==> src/rtl/mtr_ramp_ctrl.sv <==
// Slew-rate scheduler for the motor PWM driver: ramps left/right wheel speeds
// toward commanded targets by a bounded step per ramp tick, with an emergency-stop brake.
module mtr_ramp_ctrl #(
    parameter int RAMP_DIV   = 512,
    parameter int STEP       = 8,
    parameter int BRAKE_STEP = 32
) (
    input  logic        clk,
    input  logic        rst_n,
    input  logic        cmd_vld,
    output logic        cmd_rdy,
    input  logic [10:0] tgt_lft,
    input  logic [10:0] tgt_rght,
    input  logic        estop,
    output logic [10:0] lft_spd,
    output logic [10:0] rght_spd,
    output logic        at_tgt,
    output logic        brake_done
);

    localparam int CNT_W = (RAMP_DIV > 1) ? $clog2(RAMP_DIV) : 1;
    localparam logic [CNT_W-1:0] TICK_LAST = CNT_W'(RAMP_DIV - 1);
    localparam logic signed [11:0] STEP_S  = 12'(STEP);
    localparam logic signed [11:0] BRAKE_S = 12'(BRAKE_STEP);
    localparam logic signed [10:0] RAW_MIN = 11'h400;
    localparam logic signed [10:0] SPD_MIN = 11'h401;

    typedef enum logic [1:0] {
        IDLE  = 2'd0,
        RAMP  = 2'd1,
        BRAKE = 2'd2
    } state_t;

    state_t             state, state_n;
    logic [CNT_W-1:0]   tick_cnt, tick_cnt_n;
    logic signed [10:0] spd_l, spd_r, spd_l_n, spd_r_n;
    logic signed [10:0] tgt_l, tgt_r, tgt_l_n, tgt_r_n;
    logic               at_tgt_n, brake_done_n;
    logic               tick, accept;
    logic signed [10:0] cmd_l_sat, cmd_r_sat;
    logic signed [10:0] step_l, step_r;
    logic signed [11:0] step_sz;

    // The only 11-bit value outside the symmetric range is -1024.
    function automatic logic signed [10:0] sat_tgt(input logic signed [10:0] v);
        return (v == RAW_MIN) ? SPD_MIN : v;
    endfunction

    // Move cur toward tgt by at most s; the difference needs 12 bits to avoid wrap.
    function automatic logic signed [10:0] step_toward(
        input logic signed [10:0] cur,
        input logic signed [10:0] tgt,
        input logic signed [11:0] s
    );
        logic signed [11:0] cur_w, d, mag, nxt;
        cur_w = {cur[10], cur};
        d     = {tgt[10], tgt} - cur_w;
        mag   = d[11] ? -d : d;
        if (mag <= s) begin
            return tgt;
        end
        nxt = d[11] ? (cur_w - s) : (cur_w + s);
        return nxt[10:0];
    endfunction

    assign cmd_rdy   = (state != BRAKE) && !estop;
    assign accept    = cmd_vld && cmd_rdy;
    assign tick      = (state != IDLE) && (tick_cnt == TICK_LAST);
    assign cmd_l_sat = sat_tgt(tgt_lft);
    assign cmd_r_sat = sat_tgt(tgt_rght);
    assign step_sz   = (state == BRAKE) ? BRAKE_S : STEP_S;
    assign step_l    = step_toward(spd_l, tgt_l, step_sz);
    assign step_r    = step_toward(spd_r, tgt_r, step_sz);

    always_comb begin
        state_n    = state;
        tick_cnt_n = tick_cnt;
        spd_l_n    = spd_l;
        spd_r_n    = spd_r;
        tgt_l_n    = tgt_l;
        tgt_r_n    = tgt_r;
        if (estop && (state != BRAKE)) begin
            state_n    = BRAKE;
            tgt_l_n    = '0;
            tgt_r_n    = '0;
            tick_cnt_n = '0;
        end else begin
            case (state)
                IDLE: begin
                    if (accept) begin
                        tgt_l_n    = cmd_l_sat;
                        tgt_r_n    = cmd_r_sat;
                        tick_cnt_n = '0;
                        if ((cmd_l_sat != spd_l) || (cmd_r_sat != spd_r)) begin
                            state_n = RAMP;
                        end
                    end
                end
                RAMP: begin
                    // A retarget keeps the current speeds and restarts the tick period.
                    if (accept) begin
                        tgt_l_n    = cmd_l_sat;
                        tgt_r_n    = cmd_r_sat;
                        tick_cnt_n = '0;
                    end else if (tick) begin
                        spd_l_n    = step_l;
                        spd_r_n    = step_r;
                        tick_cnt_n = '0;
                        if ((step_l == tgt_l) && (step_r == tgt_r)) begin
                            state_n = IDLE;
                        end
                    end else begin
                        tick_cnt_n = tick_cnt + 1'b1;
                    end
                end
                BRAKE: begin
                    if ((spd_l == '0) && (spd_r == '0) && !estop) begin
                        state_n    = IDLE;
                        tick_cnt_n = '0;
                    end else if (tick) begin
                        spd_l_n    = step_l;
                        spd_r_n    = step_r;
                        tick_cnt_n = '0;
                    end else begin
                        tick_cnt_n = tick_cnt + 1'b1;
                    end
                end
                default: begin
                    state_n    = IDLE;
                    tick_cnt_n = '0;
                end
            endcase
        end
        at_tgt_n     = (state_n == IDLE) && (spd_l_n == tgt_l_n) && (spd_r_n == tgt_r_n);
        brake_done_n = (state_n == BRAKE) && (spd_l_n == '0) && (spd_r_n == '0);
    end

    always_ff @(posedge clk) begin
        if (!rst_n) begin
            state <= IDLE;
        end else begin
            state <= state_n;
        end
    end

    always_ff @(posedge clk) begin
        if (!rst_n) begin
            tick_cnt   <= '0;
            spd_l      <= '0;
            spd_r      <= '0;
            tgt_l      <= '0;
            tgt_r      <= '0;
            at_tgt     <= 1'b1;
            brake_done <= 1'b0;
        end else begin
            tick_cnt   <= tick_cnt_n;
            spd_l      <= spd_l_n;
            spd_r      <= spd_r_n;
            tgt_l      <= tgt_l_n;
            tgt_r      <= tgt_r_n;
            at_tgt     <= at_tgt_n;
            brake_done <= brake_done_n;
        end
    end

    assign lft_spd  = spd_l;
    assign rght_spd = spd_r;

endmodule

==> config.mk <==
export PLATFORM = sky130hd
export DESIGN_NAME = mtr_ramp_ctrl
export DESIGN_NICKNAME = d
export VERILOG_FILES = /design/src/rtl/mtr_ramp_ctrl.sv
export SDC_FILE = /design/constraint.sdc
export NUM_CORES = 1
export LEC_CHECK = 0
export ABC_AREA = 0
export BUFFER_PORTS_ARGS = -buffer_cell sky130_fd_sc_hd__buf_2
export CAP_MARGIN = 20
export CELL_PAD_IN_SITES_DETAIL_PLACEMENT = 1
export CELL_PAD_IN_SITES_GLOBAL_PLACEMENT = 1
export CORE_ASPECT_RATIO = 0.5
export CORE_UTILIZATION = 50
export DETAILED_ROUTE_END_ITERATION = 8
export PLACE_DENSITY_LB_ADDON = 0.1
export SLEW_MARGIN = 20
export SYNTH_ARGS = -nofsm -noshare
export SYNTH_HDL_FRONTEND = slang
export SYNTH_SLANG_ARGS = --single-unit
export TNS_END_PERCENT = 1
==> constraint.sdc <==
create_clock -name clk -period 15.2 [get_ports clk]
set_input_delay 3.04 -clock clk [delete_from_list [all_inputs] [get_ports clk]]
set_output_delay 3.04 -clock clk [all_outputs]
set_load 0.005 [all_outputs]
After elaboration in Yosys (flattened, before gate mapping)
Cells that the tools add are included.

word-level totals
  latch bits = 0
  register bits after elaboration = 57
  memory bits (read-only) = 0
  memory bits (writable) = 0
  input port bits = 26
  memories kept = 0
  word-level logic and storage cells = 98
  output and inout port bits = 25

cells by class
  multipliers = 0
  shifts and indexed selects = 0
  magnitude comparators = 2
  equality and inequality tests = 14
  divide/modulo/power cells = 0
  bitwise logic cells = 1
  mux-type cells = 42
  add/sub/neg operators = 9
  reduce and logical (&&, ||, !) cells = 22

operators with widths
  operator              count
  $mux 11               22
  $eq 11x11->1          4
  $logic_not 11->1      4
  $pmux 11 s2           2
  $mux 9                4
  $pmux 9 s3            1
  $le 12x7->1           2
  $mux 12               2
  $neg 12->12           2
  $sub 11x11->12        2
  $add 11x7->11         2
  $eq 11x11->1 const B  2
  $ne 11x11->1          2
  $sub 11x7->11         2
  $mux 2                7
  $logic_and 1x1->1     11
  $add 9x1->9 const B   1
  $eq 9x9->1 const B    1
  $mux 6                1
  $pmux 2 s3            1
  $eq 2x2->1 const B    2
  $logic_not 2->1       2
  $ne 2x2->1 const B    2
  $reduce_or 2->1       2
  6 further kinds       7

Logic depth before layout (Yosys ltp)
Gate-level depths: netlist of run 1.

  depth in word-level cells = 16
  mapped depth = 24
  mapped depth without buffers = 22

Least setup slack after synthesis of run 1
No wires, ideal clock.

  kind = input-to-reg
  from = input port estop
  to = register at_tgt
  arrival time = 6.177 ns
  stages on the path = 14
  slack = 8.927 ns
  setup time = 0.096 ns
  cells stage by stage = or3b_2 -> clkbuf_1 -> nor2_1 -> clkbuf_1 -> a21oi_1 -> a22oi_1 -> o221ai_1 -> nor3_1 -> o211a_1 -> o2111ai_1 -> or4_1 -> nor4_1 -> o2111ai_1 -> o41ai_2

between the ends
  longest elaborated chain between the ends = 9

ends and longest elaborated chain
  what                                                    line     source
  start: declaration                                      14       input logic estop,
  $logic_not 1->1                                         66, 117
  $logic_and 1x1->1                                       66       assign cmd_rdy = (state != BRAKE) && !estop;
  $logic_and 1x1->1                                       67       assign accept = cmd_vld && cmd_rdy;
  $mux 11, or another cell as far along                   101      if (accept) begin
  $pmux 11 s2, or another cell as far along               88       case (state)
  $mux 11 / $mux 2 (equally long branches)                82       if (estop && (state != BRAKE)) begin
  $eq 11x11->1 / $logic_not 2->1 (equally long branches)  134      at_tgt_n = (state_n == IDLE) && (spd_l_n == tgt_l_n) && (spd_r_n == tgt_r_n);
  $logic_and 1x1->1                                       134
  $logic_and 1x1->1 *                                     134
  end signal: assignment                                  161      at_tgt <= at_tgt_n;
  end: declaration                                        17       output logic at_tgt,

Every way passes the cells marked *; elsewhere a longest branch is shown, timed or not.
A chain may end at the register's enable or synchronous reset.

Final worst setup path of run 1
Same ends and word-level chain as after synthesis.

==> flow_metrics.py, run 1 <==
metrics = {
    "drt": {
        "first_pass_iters": 5,
        "drc": 0,
        "drt-total-wl_um": 32200,
        "vias": 8414,
        "antenna_left": 0,
        "via_per_inst": 7.05,
        "wl_per_cell_um": 27.0,
        "drtIter0Drc": 1052,
    },
    "synth": {
        "yosysMostFrequentCell": "nor2_1",
        "synth_cell_types": 94,
        "ys_ff_latch": 57,
        "synth_top_family_by_area": "compound AO/OA/AOI/OAI gates",
        "synth-edff-count": 0,
        "synth-async-reset-ratio_pct": 0,
        "synth_ff_type": "dfxtp_1",
        "synth-simple-area-share_pct": 27.8,
        "yosysSeqAreaShare_pct": 15.9,
        "ys_top_cells_by_area": "dfxtp_1 16%, ha_1 8.4%, nor2_1 5.4%",
        "synthXorXnorAreaFrac_pct": 10.7,
        "synthAdderAreaFrac_pct": 8.92,
        "synthTopCellsByCount": "104 x nor2_1, 76 x nand2_1, 57 x dfxtp_1",
        "ys.warnings.count": 0,
        "avgSynthCellArea_um2": 7.45,
        "synthMuxAreaShare_pct": 4.30,
        "syn-num-nets": 1040,
        "synthCells": 964,
        "synth_area_mm2": 0.00718,
        "synth-compound-area-share_pct": 27.9,
        "synth_top_area_share_pct": 15.9,
        "yosysTopAreaCell": "dfxtp_1",
    },
    "min_path": {
        "min-delay-start": "tick_cnt[6]$_SDFFE_PP0P_",
        "hold_path.class": "flop to flop",
    },
    "worst_setup_path": {
        "crit_arrival_ns": 7.88,
        "path_class": "primary input to flop",
        "worstSetupStartpoint": "estop",
        "critPathLaunchType": "primary input",
        "cp-end-kind": "flop",
        "crit_path_max_fanout": 8,
        "worstReg2RegStart": "rght_spd[4]$_SDFF_PN0_",
        "critPathRequiredTime_ns": 15.44,
    },
    "sta": {
        "clock_skew_ns": 0.00646,
        "max_freq_mhz": 131,
        "setup_viol": 0,
        "min_period_ns": 7.64,
        "period_share_pct": 50.3,
        "fin_ws_ns": 7.56,
        "slew_headroom_pct": 23.4,
        "worst_slew_pin_slew_ns": 1.15,
        "fin_hold_ws_ns": 0.530,
        "finalHoldViolCount": 0,
        "slew_viol_final": 0,
        "fin_setup_tns_ns": 0,
        "rsz0062_at_grt": "no",
    },
    "floorplan": {
        "fp.dieArea_mm2": 0.0149,
        "initial_core_util_pct": 52.1,
        "ios": 51,
        "die_width_um": 172,
        "coreArea_mm2": 0.0138,
        "rows": 30,
        "die_h_um": 86.8,
    },
    "place": {
        "dp_hpwl_um": 25200,
        "dp_cells": 1177,
        "dpl_worst_slack_ns": 7.51,
        "finalWeightedCongestion": 1.02,
        "port_buffers": 50,
    },
    "clock_network": {
        "path_clk_slew_ns": 0.06,
        "cts_setup_buffers": 0,
        "root_buffer": "clkbuf_16",
        "cts_buffers": 9,
        "htreeDepth": 3,
        "cts_buffer_depth": 2,
        "cts_resized": 0,
        "cts_tree": "done",
        "clock_latency_ns": 0.34,
        "cts.sinks": 57,
        "cts_hold_buf": 0,
    },
    "layout": {
        "finalNetCount": 1072,
        "synthToLayoutAreaGrowth_pct": 10.1,
        "drive_above_1_share_pct": 12.3,
        "finalNonFillerCells": 1193,
        "nFillCells": 1791,
        "n_antenna_cell": 0,
    },
    "pwr": {
        "irDropWorstVdd_mv": 0.0668,
        "powerDensity_mw_per_mm2": 109,
        "p_leak_nw": 3.25,
    },
    "status": {
        "outcome": "complete, no violations",
    },
    "global_routing": {
        "gr-total-overflow": 0,
        "grt_pass1_wl_um": 48000,
        "antenna_found_initial": 0,
        "track_usage_pct": 43.4,
        "grt_pass1_vias": 8116,
        "grt_start_max_net_pins": 26,
    },
    "job": {
        "maxCapViolCount": 0,
    },
}
-- critical path, stage by stage --
cell,delay [ns]
buf_2,0.15
nor3b_1,0.94
nand2_1,0.63
a41oi_1,0.46
o2111ai_1,0.17
o21ai_0,0.34
o31ai_1,0.14
nor3_1,0.29
o211a_1,0.21
o2111ai_1,0.11
or4_1,0.42
nor4_1,0.42
o2111ai_1,0.24
o41ai_2,0.30
-- area by class of cell --
| type | count | area (µm²) | area share [%] |
|---|---|---|---|
| Tap cell | 192 | 240 | 3.04 |
| Timing Repair Buffer | 60 | 325 | 4.12 |
| Clock inverter | 7 | 71.3 | 0.902 |
| Sequential cell | 57 | 1140 | 14.4 |
| Clock buffer | 9 | 225 | 2.85 |
| Multi-Input combinational cell | 820 | 5720 | 72.3 |
| Inverter | 48 | 183 | 2.31 |
-- cell usage in the layout (no fill, tap or decap), types with 8 or more instances in the layout --
master and instances:
o211ai_1 8, nor2_1 103, mux2i_1 23, xor2_1 42
and2_1 20, o2111ai_1 12, nand2_1 76, a21o_1 17
clkbuf_16 9, a211oi_1 18, nand3_1 36, o22ai_1 15
a21oi_1 42, nand2b_1 12, nor3_1 30, inv_1 46
o211a_1 8, xnor2_1 41, nor4_1 21, dfxtp_1 57
or2_2 11, o21ai_0 34, buf_4 10, ha_1 48
buf_2 50, nor2b_1 9, nand4_1 17, a22oi_1 8
and3_1 11
-- power by group --
group | internal [mW] | total, mW | switching, mW
Sequential | 0.154 | 0.164 | 0.0101
Clock | 0.126 | 0.206 | 0.0791
Combinational | 0.175 | 0.495 | 0.320
-- per-stage QoR --
stage	cell area [µm²]	utilization [%]	total power, mW
6_report	7910	57.4	0.865
5_1_grt	7910	57.4	0.898
4_1_cts	7900	57.3	0.843
3_5_place_dp	7600	55.2	0.636
3_3_place_gp	7600	55.2	0.617
2_1_floorplan	7180	-	0.507
-- cell families after synthesis --
logic type / count (synthesis)
flip-flops: 57
AO/OA/AOI/OAI: 264
XOR/XNOR: 85
multiplexers: 30
AND/OR/NAND/NOR: 391
buffers and inverters: 87
adder cells (fa/ha/maj): 50
-- routing by layer --
| metal | global-route usage (%) | vias up | part of all wire (%) |
|---|---|---|---|
| li1 | - | 3671 | - |
| met3 | 14.3 | 103 | 13 |
| met5 | 0 | - | 0 |
| met1 | 60.1 | 4097 | 44 |
| met4 | 14.1 | 0 | 2.9 |
| met2 | 62.6 | 543 | 40 |
-- sequential cells by signal, indices dropped and copies added, names as in the netlist --
| register | cells |
|---|---|
| tgt_r | 11 |
| lft_spd | 11 |
| state | 2 |
| at_tgt | 1 |
| brake_done | 1 |
| tick_cnt | 9 |
| rght_spd | 11 |
| tgt_l | 11 |
-- path summary, 6_finish.rpt --
kind / slack (ns) / endpoint / cells after the start
max: 7.56 / at_tgt$_SDFF_PN1_ / 14
min: 0.53 / tick_cnt[6]$_SDFFE_PP0P_ / 2
max reg2reg: 8.32 / brake_done$_SDFF_PN0_ / 21
min reg2reg: 0.53 / tick_cnt[6]$_SDFFE_PP0P_ / 2
No activity file was read; power rests on OpenSTA's default activity.
==> run 2, diff against run 1 <==
--- a/config.mk
+++ b/config.mk
@@ -11,7 +11,7 @@
 export CELL_PAD_IN_SITES_DETAIL_PLACEMENT = 1
 export CELL_PAD_IN_SITES_GLOBAL_PLACEMENT = 1
 export CORE_ASPECT_RATIO = 0.5
-export CORE_UTILIZATION = 50
+export CORE_UTILIZATION = 42
 export DETAILED_ROUTE_END_ITERATION = 8
 export PLACE_DENSITY_LB_ADDON = 0.1
 export SLEW_MARGIN = 20
==> constraint.sdc (replaced) <==
create_clock -name clk -period 7 [get_ports clk]
set_input_delay 1.4 -clock clk [delete_from_list [all_inputs] [get_ports clk]]
set_output_delay 1.4 -clock clk [all_outputs]
set_load 0.005 [all_outputs]
==> run 2 against run 1 <==
Cell count grew 4.6%; combinational power rose by 110%; clock skew grew 0.0022 ns; via count about the same; highest routed layer unchanged.
==> flow_metrics.py, run 2 (synthesized netlist as in run 1, its figures left out) <==
metrics = {
    "status": {
        "outcome": "complete, no violations",
    },
    "layout": {
        "final_common_cell": "nor2_1",
        "synthToLayoutAreaGrowth_pct": 12.5,
        "final_core_util_pct": 48.8,
        "layout_common_cells": "103 x nor2_1, 76 x nand2_1, 57 x dfxtp_1",
        "finalNetCount": 1092,
        "n_antenna_cell": 0,
        "drive_above_1_share_pct": 13.9,
        "nFillCells": 2113,
    },
    "floorplan": {
        "ios": 51,
        "die_width_um": 187,
        "die_h_um": 94.5,
        "coreArea_mm2": 0.0166,
        "initial_core_util_pct": 43.4,
        "fp.dieArea_mm2": 0.0177,
        "rows": 33,
    },
    "pwr": {
        "irDropWorstVdd_mv": 0.119,
        "powerDensity_mw_per_mm2": 230,
        "p_leak_nw": 3.36,
        "total_power_mw": 1.86,
    },
    "global_routing": {
        "grt_pass1_wl_um": 49700,
        "grt_pass1_vias": 8069,
        "track_usage_pct": 37.2,
        "grt_start_max_net_pins": 22,
        "gr-total-overflow": 0,
        "antenna_found_initial": 0,
    },
    "clock_network": {
        "htreeDepth": 3,
        "root_buffer": "clkbuf_16",
        "clock_latency_ns": 0.35,
        "cts_buffer_depth": 2,
        "cts.sinks": 57,
        "path_clk_slew_ns": 0.07,
        "cts_tree": "done",
        "cts_hold_buf": 0,
        "cts_buffers": 9,
    },
    "worst_setup_path": {
        "cp-end-kind": "flop",
        "reg2reg_setup_slack_ns": 0.35,
        "crit_path_max_fanout": 10,
        "path_class": "flop to flop",
        "crit_arrival_ns": 6.90,
        "worstReg2RegStart": "lft_spd[2]$_SDFF_PN0_",
        "reg2reg_depth": 21,
        "r2r_end": "at_tgt$_SDFF_PN1_",
        "critPathLaunchType": "flop",
        "critPathRequiredTime_ns": 7.25,
    },
    "sta": {
        "rsz0062_at_grt": "no",
        "fin_hold_ws_ns": 0.529,
        "setup_viol": 0,
        "slew_viol_final": 0,
        "worst_slew_pin_slew_ns": 1.06,
        "period_share_pct": 95.0,
        "fin_ws_ns": 0.352,
        "fin_setup_tns_ns": 0,
        "slew_headroom_pct": 29.5,
        "clock_skew_ns": 0.00870,
        "max_freq_mhz": 150,
        "min_period_ns": 6.65,
        "finalHoldViolCount": 0,
    },
    "job": {
        "maxCapViolCount": 0,
    },
    "place": {
        "dpl_worst_slack_ns": 0.330,
        "port_buffers": 50,
        "dp_hpwl_um": 26000,
        "finalWeightedCongestion": 0.993,
    },
    "drt": {
        "drc": 0,
        "wl_per_cell_um": 26.2,
        "drtIter0Drc": 992,
        "first_pass_iters": 5,
        "antenna_left": 0,
        "vias": 8406,
        "via_per_inst": 6.74,
        "drt-total-wl_um": 32700,
    },
    "min_path": {
        "hold_path_end": "tick_cnt[7]$_SDFFE_PP0P_",
        "whs_path_depth": 2,
        "hold_path.class": "flop to flop",
        "min-delay-start": "tick_cnt[7]$_SDFFE_PP0P_",
    },
}
run 2: how the worst max path moves through the flow:
stage	from	to	slack, ns	depth (start not counted)
detailed placement	lft_spd[2]$_SDFF_PN0_	at_tgt$_SDFF_PN1_	0.33	21
CTS	lft_spd[2]$_SDFF_PN0_	at_tgt$_SDFF_PN1_	0.28	21
finish	lft_spd[2]$_SDFF_PN0_	at_tgt$_SDFF_PN1_	0.35	21
global route	lft_spd[2]$_SDFF_PN0_	at_tgt$_SDFF_PN1_	0.07	21
global placement	lft_spd[2]$_SDFF_PN0_	at_tgt$_SDFF_PN1_	0.36	21
floorplan	rght_spd[4]$_SDFF_PN0_	at_tgt$_SDFF_PN1_	1.71	22
run 2: layer usage:
| layer | vias up | track usage, % | share of wire, % |
|---|---|---|---|
| li1 | 3712 | - | - |
| met1 | 4159 | 54.0 | 47 |
| met2 | 475 | 52.3 | 39 |
| met3 | 60 | 11.3 | 12 |
| met4 | 0 | 8.88 | 1.9 |
| met5 | - | 0 | 0 |
run 2: cell type report:
type	count	area (µm²)	area share, %
clock buffers	9	225	2.79
multi-input cells	820	5710	70.7
inverters	48	183	2.26
clock inverters	7	61.3	0.758
repair buffers	80	475	5.88
well taps	227	284	3.51
flip-flops and latches	57	1140	14.1
run 2: power by group:
part / internal, mW / total, mW / switching [mW] / leakage (nW)
sequential: 0.335 / 0.355 / 0.0199 / 0.461
clock: 0.247 / 0.450 / 0.203 / 0.135
combinational: 0.382 / 1.05 / 0.673 / 2.76
run 2: stage by stage:
stage / cells / cell area (µm²)
final: 1248 / 8080
after floorplan: 964 / 7180
after detailed placement: 1232 / 7800
after global placement: 1232 / 7800
after global routing: 1248 / 8080
after CTS: 1248 / 8080
run 2: critical path, stage by stage (launching register included):
cell	delay, ns
dfxtp_1	0.58
inv_1	0.31
ha_1	0.32
or2_2	0.32
o21a_1	0.21
o211a_1	0.25
or2_1	0.29
nand2_1	0.11
ha_1	0.25
o21a_1	0.15
nor4_1	0.22
nor3_1	0.16
a41oi_1	0.28
nand2b_1	0.10
xnor2_1	0.31
xor2_1	0.11
nor4_1	0.61
nor3b_1	0.19
o311ai_1	0.72
o21ai_0	0.36
a2111o_1	0.50
o41ai_2	0.20
run 2: timing repair:
| action | 4_1_cts | 5_1_grt |
|---|---|---|
| endpoints found under the hold margin | 0 | 0 |
| buffers inserted | 0 | 0 |
| gates resized for setup | 0 | 1 |
| endpoints found under the setup margin | 0 | 1 |
